<file path="src/rtl/obi_rr_mux.sv">
// Round-robin OBI multiplexer: N managers share one subordinate.
// In-order ID FIFO steers responses back to the issuing manager.
package obi_pkg;
   typedef struct packed {
      bit          UseRReady;
      bit          Integrity;
      int unsigned AddrWidth;
      int unsigned DataWidth;
   } obi_cfg_t;

   localparam obi_cfg_t ObiDefaultConfig = '{
      UseRReady: 1'b0,
      Integrity: 1'b0,
      AddrWidth: 32,
      DataWidth: 32
   };

   typedef struct packed {
      logic [31:0] addr;
      logic        we;
      logic [3:0]  be;
      logic [31:0] wdata;
   } obi_a_chan_t;

   typedef struct packed {
      logic [31:0] rdata;
      logic        err;
   } obi_r_chan_t;

   typedef struct packed {
      logic        req;
      obi_a_chan_t a;
      logic        rready;
   } obi_req_t;

   typedef struct packed {
      logic        gnt;
      obi_r_chan_t r;
      logic        rvalid;
   } obi_rsp_t;
endpackage

module obi_rr_mux #(
   parameter obi_pkg::obi_cfg_t ObiCfg = obi_pkg::ObiDefaultConfig,
   parameter type obi_req_t = obi_pkg::obi_req_t,
   parameter type obi_rsp_t = obi_pkg::obi_rsp_t,
   parameter int unsigned NumSlvPorts = 2,
   parameter int unsigned NumMaxTrans = 2,
   parameter type idx_t = logic [$clog2(NumSlvPorts)-1:0]
) (
   input  logic     clk_i,
   input  logic     rst_i,
   input  obi_req_t slv_ports_req_i [NumSlvPorts],
   output obi_rsp_t slv_ports_rsp_o [NumSlvPorts],
   output obi_req_t mst_port_req_o,
   input  obi_rsp_t mst_port_rsp_i
);

   localparam int unsigned PtrW = (NumMaxTrans > 1) ? $clog2(NumMaxTrans) : 1;
   localparam int unsigned CntW = $clog2(NumMaxTrans + 1);

   typedef logic [PtrW-1:0] ptr_t;
   typedef logic [CntW-1:0] cnt_t;

   if (NumSlvPorts < 2) begin : g_err_ports
      $fatal(1, "obi_rr_mux: NumSlvPorts must be at least 2");
   end
   if (NumMaxTrans < 1) begin : g_err_trans
      $fatal(1, "obi_rr_mux: NumMaxTrans must be at least 1");
   end
   if (ObiCfg.Integrity) begin : g_err_integrity
      $fatal(1, "obi_rr_mux: Integrity is not implemented");
   end

   idx_t rr_q, rr_d;
   logic lock_q, lock_d;
   idx_t lock_idx_q, lock_idx_d;
   idx_t mem_q [NumMaxTrans];
   ptr_t wptr_q, wptr_d;
   ptr_t rptr_q, rptr_d;
   cnt_t cnt_q, cnt_d;

   idx_t arb_sel, cand, sel, head;
   logic arb_found;
   logic fifo_full, fifo_empty, blocked;
   logic mst_req, mst_rready, hs, pop;

   function automatic ptr_t ptr_inc(input ptr_t p);
      return (p == ptr_t'(NumMaxTrans - 1)) ? '0 : p + 1'b1;
   endfunction

   // First requester after the last winner, wrapping around.
   always_comb begin
      arb_sel   = rr_q;
      arb_found = 1'b0;
      cand      = '0;
      for (int unsigned k = 1; k <= NumSlvPorts; k++) begin
         cand = idx_t'((32'(rr_q) + k) % NumSlvPorts);
         if (!arb_found && slv_ports_req_i[cand].req) begin
            arb_sel   = cand;
            arb_found = 1'b1;
         end
      end
   end

   assign sel        = lock_q ? lock_idx_q : arb_sel;
   assign fifo_full  = (cnt_q == cnt_t'(NumMaxTrans));
   assign fifo_empty = (cnt_q == '0);
   assign blocked    = fifo_full | rst_i;
   assign head       = mem_q[rptr_q];

   assign mst_req    = !blocked & slv_ports_req_i[sel].req;
   assign hs         = mst_req & mst_port_rsp_i.gnt;
   assign mst_rready = ObiCfg.UseRReady ? slv_ports_req_i[head].rready : 1'b1;
   assign pop        = mst_port_rsp_i.rvalid & mst_rready & !fifo_empty;

   always_comb begin
      mst_port_req_o        = slv_ports_req_i[sel];
      mst_port_req_o.req    = mst_req;
      mst_port_req_o.rready = mst_rready;
      for (int unsigned i = 0; i < NumSlvPorts; i++) begin
         slv_ports_rsp_o[i]        = mst_port_rsp_i;
         slv_ports_rsp_o[i].gnt    = hs & (idx_t'(i) == sel);
         slv_ports_rsp_o[i].rvalid = mst_port_rsp_i.rvalid & !fifo_empty
                                   & !rst_i & (idx_t'(i) == head);
      end
   end

   always_comb begin
      rr_d       = rr_q;
      lock_d     = lock_q;
      lock_idx_d = lock_idx_q;
      wptr_d     = wptr_q;
      rptr_d     = rptr_q;
      cnt_d      = cnt_q;
      if (hs) begin
         lock_d = 1'b0;
         rr_d   = sel;
         wptr_d = ptr_inc(wptr_q);
      end else if (mst_req) begin
         lock_d     = 1'b1;
         lock_idx_d = sel;
      end
      if (pop) begin
         rptr_d = ptr_inc(rptr_q);
      end
      if (hs && !pop) begin
         cnt_d = cnt_q + 1'b1;
      end else if (!hs && pop) begin
         cnt_d = cnt_q - 1'b1;
      end
   end

   always_ff @(posedge clk_i) begin
      if (rst_i) begin
         rr_q       <= idx_t'(NumSlvPorts - 1);
         lock_q     <= 1'b0;
         lock_idx_q <= '0;
         wptr_q     <= '0;
         rptr_q     <= '0;
         cnt_q      <= '0;
         for (int unsigned i = 0; i < NumMaxTrans; i++) begin
            mem_q[i] <= '0;
         end
      end else begin
         rr_q       <= rr_d;
         lock_q     <= lock_d;
         lock_idx_q <= lock_idx_d;
         wptr_q     <= wptr_d;
         rptr_q     <= rptr_d;
         cnt_q      <= cnt_d;
         if (hs) begin
            mem_q[wptr_q] <= sel;
         end
      end
   end

endmodule

</file>
<file path="config.mk">
export PLATFORM = sky130hd
export DESIGN_NAME = obi_rr_mux
export DESIGN_NICKNAME = d
export VERILOG_FILES = /design/src/rtl/obi_rr_mux.sv
export SDC_FILE = /design/constraint.sdc
export NUM_CORES = 1
export LEC_CHECK = 0
export ABC_CLOCK_PERIOD_IN_PS = 2670
export CAP_MARGIN = 20
export CORE_AREA = 2 2 123 125
export DETAILED_ROUTE_END_ITERATION = 8
export DIE_AREA = 0 0 125 127
export PLACE_DENSITY = 0.51
export RECOVER_POWER = 50
export SLEW_MARGIN = 5
export SYNTH_ARGS = -nofsm -noshare
export SYNTH_HDL_FRONTEND = slang
export SYNTH_SLANG_ARGS = --single-unit
</file>
<file path="constraint.sdc">
create_clock -name clk_i -period 2.67 [get_ports clk_i]
set_input_delay 0.4005 -clock clk_i [delete_from_list [all_inputs] [get_ports clk_i]]
set_output_delay 0.4005 -clock clk_i [all_outputs]
set_load 0.02 [all_outputs]
</file>
# Word level (Yosys, flattened, before mapping)

Memory sizes are Yosys's and may differ from the RTL's. A register that Yosys moved wholly into a read port is not among the register bits.
Index checks and enable logic that the tools add are counted.

Memories kept: 1
Bits in writable memories: 2
Input port bits: 179
Flip-flop bits (word level): 7
Output and inout bits: 141
ROM bits: 0
Logic and storage cells: 73
Latch bits: 0

Shift-type cells: 0
Eq/ne operators: 1
Reductions and logical operators: 14
Bitwise logic cells: 15
Divide/modulo/power cells: 0
$lt $le $gt $ge: 3
Add/subtract/negate cells: 6
$mul: 0
Muxes and demuxes: 27

Memory list:

| memory | words | width | read ports | clocked after memory_dff | write ports | RTL line | RTL |
|---|---|---|---|---|---|---|---|
| mem_q  | 2     | 1     | 1          | 1                        | 2           | 78       | `idx_t mem_q [NumMaxTrans];` |

Operator list:

| cell                                                                | number |
|---|---|
| 71-bit 2-to-1 mux                                                   | 9 |
| 1-bit 2-to-1 mux                                                    | 16 |
| 1-bit AND                                                           | 8 |
| 2-bit greater-or-equal comparator (second input constant)           | 3 |
| 1-bit zero test                                                     | 6 |
| 1-bit NOT with 2-bit output                                         | 3 |
| 1-bit adder (second input constant)                                 | 4 |
| 2-bit 2-to-1 mux                                                    | 2 |
| 1-bit logical AND                                                   | 3 |
| 1-bit NOT                                                           | 3 |
| 2-bit by 1-bit adder with 2-bit output (second input constant)      | 1 |
| 2-bit equality test (second input constant)                         | 1 |
| 2-bit zero test                                                     | 1 |
| 2-bit AND reduction                                                 | 1 |
| 2-bit nonzero test                                                  | 1 |
| 2-bit OR reduction                                                  | 1 |
| 2-bit by 1-bit subtractor with 2-bit output (second input constant) | 1 |
| 1-bit OR                                                            | 1 |
| 1-bit OR reduction                                                  | 1 |

# Logic depth before layout (Yosys ltp)

Word-level depth: 21
Depth in mapped cells: 8
Mapped depth without buffers: 8

# Worst setup path after synthesis

OpenSTA, ideal clock, no wires.

Kind: input-to-output
Start: input slv_ports_req_i[70] (netlist bit)
End: output mst_port_req_o[35] (netlist bit)
Data arrival time: 1.579 ns
Data required time: 2.270 ns
Buffers on the path: 2
Cell stages on the path: 5
Setup slack: 0.690 ns
Path through: nor2b_1 > o31ai_1 > buf_2 > buf_2 > mux2_1

RTL lines:

| item               | RTL line | RTL |
|---|---|---|
| start: declaration | 53       | `input obi_req_t slv_ports_req_i [NumSlvPorts],` |
| end: declaration   | 55       | `output obi_req_t mst_port_req_o,` |

==> qor_table.md <==
| Quantity | This run | Unit |
| --- | --- | --- |
| Clock H-tree levels | 1 | - |
| DRC Markers | 0 | - |
| ANT nets after route | 0 | - |
| Commonest non-fill, non-tap cells in the layout | clkdlybuf4s50_1, mux2_1, clkbuf_2, clkdlybuf4s15_2, mux2_2 | - |
| Logic depth of the worst register-to-register path | 8 | - |
| Number of ports placed on the die boundary | 320 | - |
| First-pass detailed-route iteration total | 3 | - |
| WS Path Type | input pin to primary output | - |
| Share of cells above drive strength 1 | 0.293 | - |
| Mean number of vias per cell | 3.69 | - |
| Buffers added on ports | 217 | - |
| Number of maximum-capacitance constraint violations | 0 | - |
| Final setup slack of the worst path | 0.0693 | ns |
| Flop2flop setup slack | 0.59 | ns |
| Die ar. | 15900 | sq um |
| Cells taking the most area after synthesis | mux2_1, buf_4, dfxtp_1 | - |
| Distinct cell type count after synthesis | 27 | - |
| Die Y | 127 | um |
| Areal power density over the cells | 538 | nW/um^2 |
| Global-route congestion overflow total | 0 | - |
| Num CTS Buffers | 3 | - |
| Hold Path Class | register to register | - |
| R2R Path Start | cnt_q[0] | - |
| Area added between synthesis and finish | 101 | % |
| Async SR Flop Fraction | 0 | - |
| Total global routing track utilization | 0.104 | - |
| Cell taking the most area after synthesis | mux2_1 | - |
| Number of pins with negative max-slew slack in the final report | 0 | - |
| Hold Path Origin | lock_idx_q | - |
| Starting Density | 0.128 | - |
| Clock sink total | 10 | - |
| Endpoint kind of the worst setup timing path | primary output | - |
| Antenna violations before repair | 3 | - |
| Transition time at the pin with the least slew margin | 0.497 | ns |
| Average size of a mapped cell | 9.35 | sq um |
| Share of synthesized area occupied by flip-flops and latches | 0.120 | - |
| Cell leakage power | 1.49 | nW |
| Clock Tree Root | clkbuf_16 | - |
| Prevailing post-synth register cell | dfxtp_1 | - |
| Mapped Nets | 377 | - |
| Flop and latch count out of synthesis | 10 | - |
| Number of failing hold endpoints at the final stage | 0 | - |
| Initial drt markers | 56 | - |
| Clock latency at the later pin of the worst-skew pair | 0.23 | ns |
| Via count of the first global-routing pass | 2085 | - |
| Global-route wire length before repair | 12.7 | mm |
| Crit path time final | 2.60 | ns |
| CTS tree | yes | - |
| End of the worst register-to-register path | cnt_q[1] | - |
| Remaining max-slew budget at the tightest pin | 0.665 | - |
| Endpoint of the worst hold path | lock_idx_q | - |
| Total negative slack | 0 | ns |
| # rows | 44 | - |
| Via Count | 1982 | - |
| Placeable core region | 14400 | sq um |
| Minimum setup slack after placement | -0.319 | ns |
| Largest vdd supply drop | 0.513 | mV |
| Cell depth of the worst hold path | 2 | - |
| Maximum net fanout on the critical path | 19 | - |
| RSZ-0062 raised after global routing | no | - |
| Fmax achieved | 385 | MHz |
| Post-synth top area share | 0.336 | - |
| Routability Congestion | 0.783 | - |
| Clock Tree Buf Depth | 2 | - |
| Area of the mapped netlist | 1840 | sq um |
| Syn Inst Count | 197 | - |
| Width of the die | 125 | um |
| Required time of the critical path | 2.27 | ns |
| Total wire length | 9.06 | mm |
| Run status | finished, final reports clean | - |
| Synthesis warning total | 0 | - |
| Worst-path clk slew | 0.04 | ns |
| Max Clock Skew | 0.000707 | ns |
| EDFF count, synth | 2 | - |
| Final core area utilization | 0.257 | - |
| Most common cell after layout, fill and taps aside | clkdlybuf4s50_1 | - |
| Final setup viols | 0 | - |
| Design Power | 1.99 | mW |
| Detailed Place HPWL | 7.53 | mm |
| Period Utilization, post-route | 0.974 | - |
| Arr. time, crit path | 2.20 | ns |
| Largest net degree at the start of global routing | 34 | - |
| Detail-routed net length per standard cell | 16.9 | um |
| Sort of element at the start of the critical path | input pin | - |
| Number of hold-repair buffers added at the cts stage | 0 | - |
| Final net count | 533 | - |
## kinds of logic after synthesis
group	Yosys count	synth area share
AOI/OAI and AO/OA	7	0.0353
other	1	0.00204
xor gates and xnor gates	4	0.0190
muxes	72	0.438
buffers and inverters	78	0.310
adders and majority gates	1	0.00679
DFF	10	0.120
and+or+nand+nor	24	0.0686
## state kept, by name, indices dropped and copies added, names as in the netlist, named ones only
signal      cells
lock_idx_q      1
rptr_q          1
wptr_q          1
lock_q          1
mem_q           2
rr_q            1
cnt_q           2
## synthesized netlist by cell type (3+ instances only)
cell      count
buf_2         3
buf_4        73
dfxtp_1       8
mux2_1       55
mux2_2       14
mux2i_1       3
nand2b_1      3
nor2_1        8
nor2b_1       3
nor3_1        5
xor2_1        3
## metal layers
layer	vias to the layer above	GRT usage	wire, um
met5	-	0	23
met4	4	0.00980	14
met3	6	0.0528	1070
met2	153	0.167	4090
met1	895	0.129	3870
li1	924	-	-
## where the power goes
group | total (mW) | leakage (nW) | internal, mW | switching [mW]
sequential | 0.226 | 0.0867 | 0.195 | 0.0319
clock | 0.260 | 0.0385 | 0.196 | 0.0646
combinational | 1.51 | 1.37 | 0.762 | 0.745
## area by class of cell
type	instances	area (sq um)
repair buffers	228	2110
well taps	184	230
clock inverters	1	3.75
flip-flops and latches	10	220
diodes	1	2.50
multi-input cells	109	1060
fillers	1568	10700
inverters	1	5.00
clock buffers	3	75.1
## repair_timing
| item | 4_1_cts | 5_1_grt |
|---|---|---|
| gates resized for setup | 121 | 100 |
| endpoints found under the setup margin | 71 | 71 |
| pin swaps | 1 | 1 |
| buffers inserted | 1 | 1 |
| gates cloned | 1 | 1 |
## worst max path at each step
stage | start | end | slack [ns] | cells after the start
after floorplan | slv_ports_req_i[70] | mst_port_req_o[35] | 0.69 | 5
after global placement | slv_ports_req_i[141] | mst_port_req_o[14] | -0.31 | 6
after detailed placement | slv_ports_req_i[141] | mst_port_req_o[14] | -0.32 | 6
after CTS | slv_ports_req_i[70] | mst_port_req_o[45] | -0.09 | 7
after global routing | slv_ports_req_i[70] | mst_port_req_o[67] | 0.002 | 8
final | slv_ports_req_i[70] | mst_port_req_o[10] | 0.07 | 7
## worst max-delay path, cell delays in order
cell and delay [ns]:
clkdlybuf4s50_1 0.43, nor2b_1 0.17, o31ai_4 0.21, buf_12 0.17
buf_12 0.16, mux2_2 0.39, clkdlybuf4s15_2 0.26
## through the flow
stage | area [sq um] | std cells | hold WS [ns]
after floorplan | 1840 | 197 | 0.461
after global routing | 3700 | 536 | 0.515
final | 3700 | 537 | 0.504
after CTS | 3860 | 534 | 0.508
after global placement | 3770 | 528 | 0.480
after detailed placement | 3770 | 528 | 0.498
Note: power is estimated with default switching activity, not from simulation.
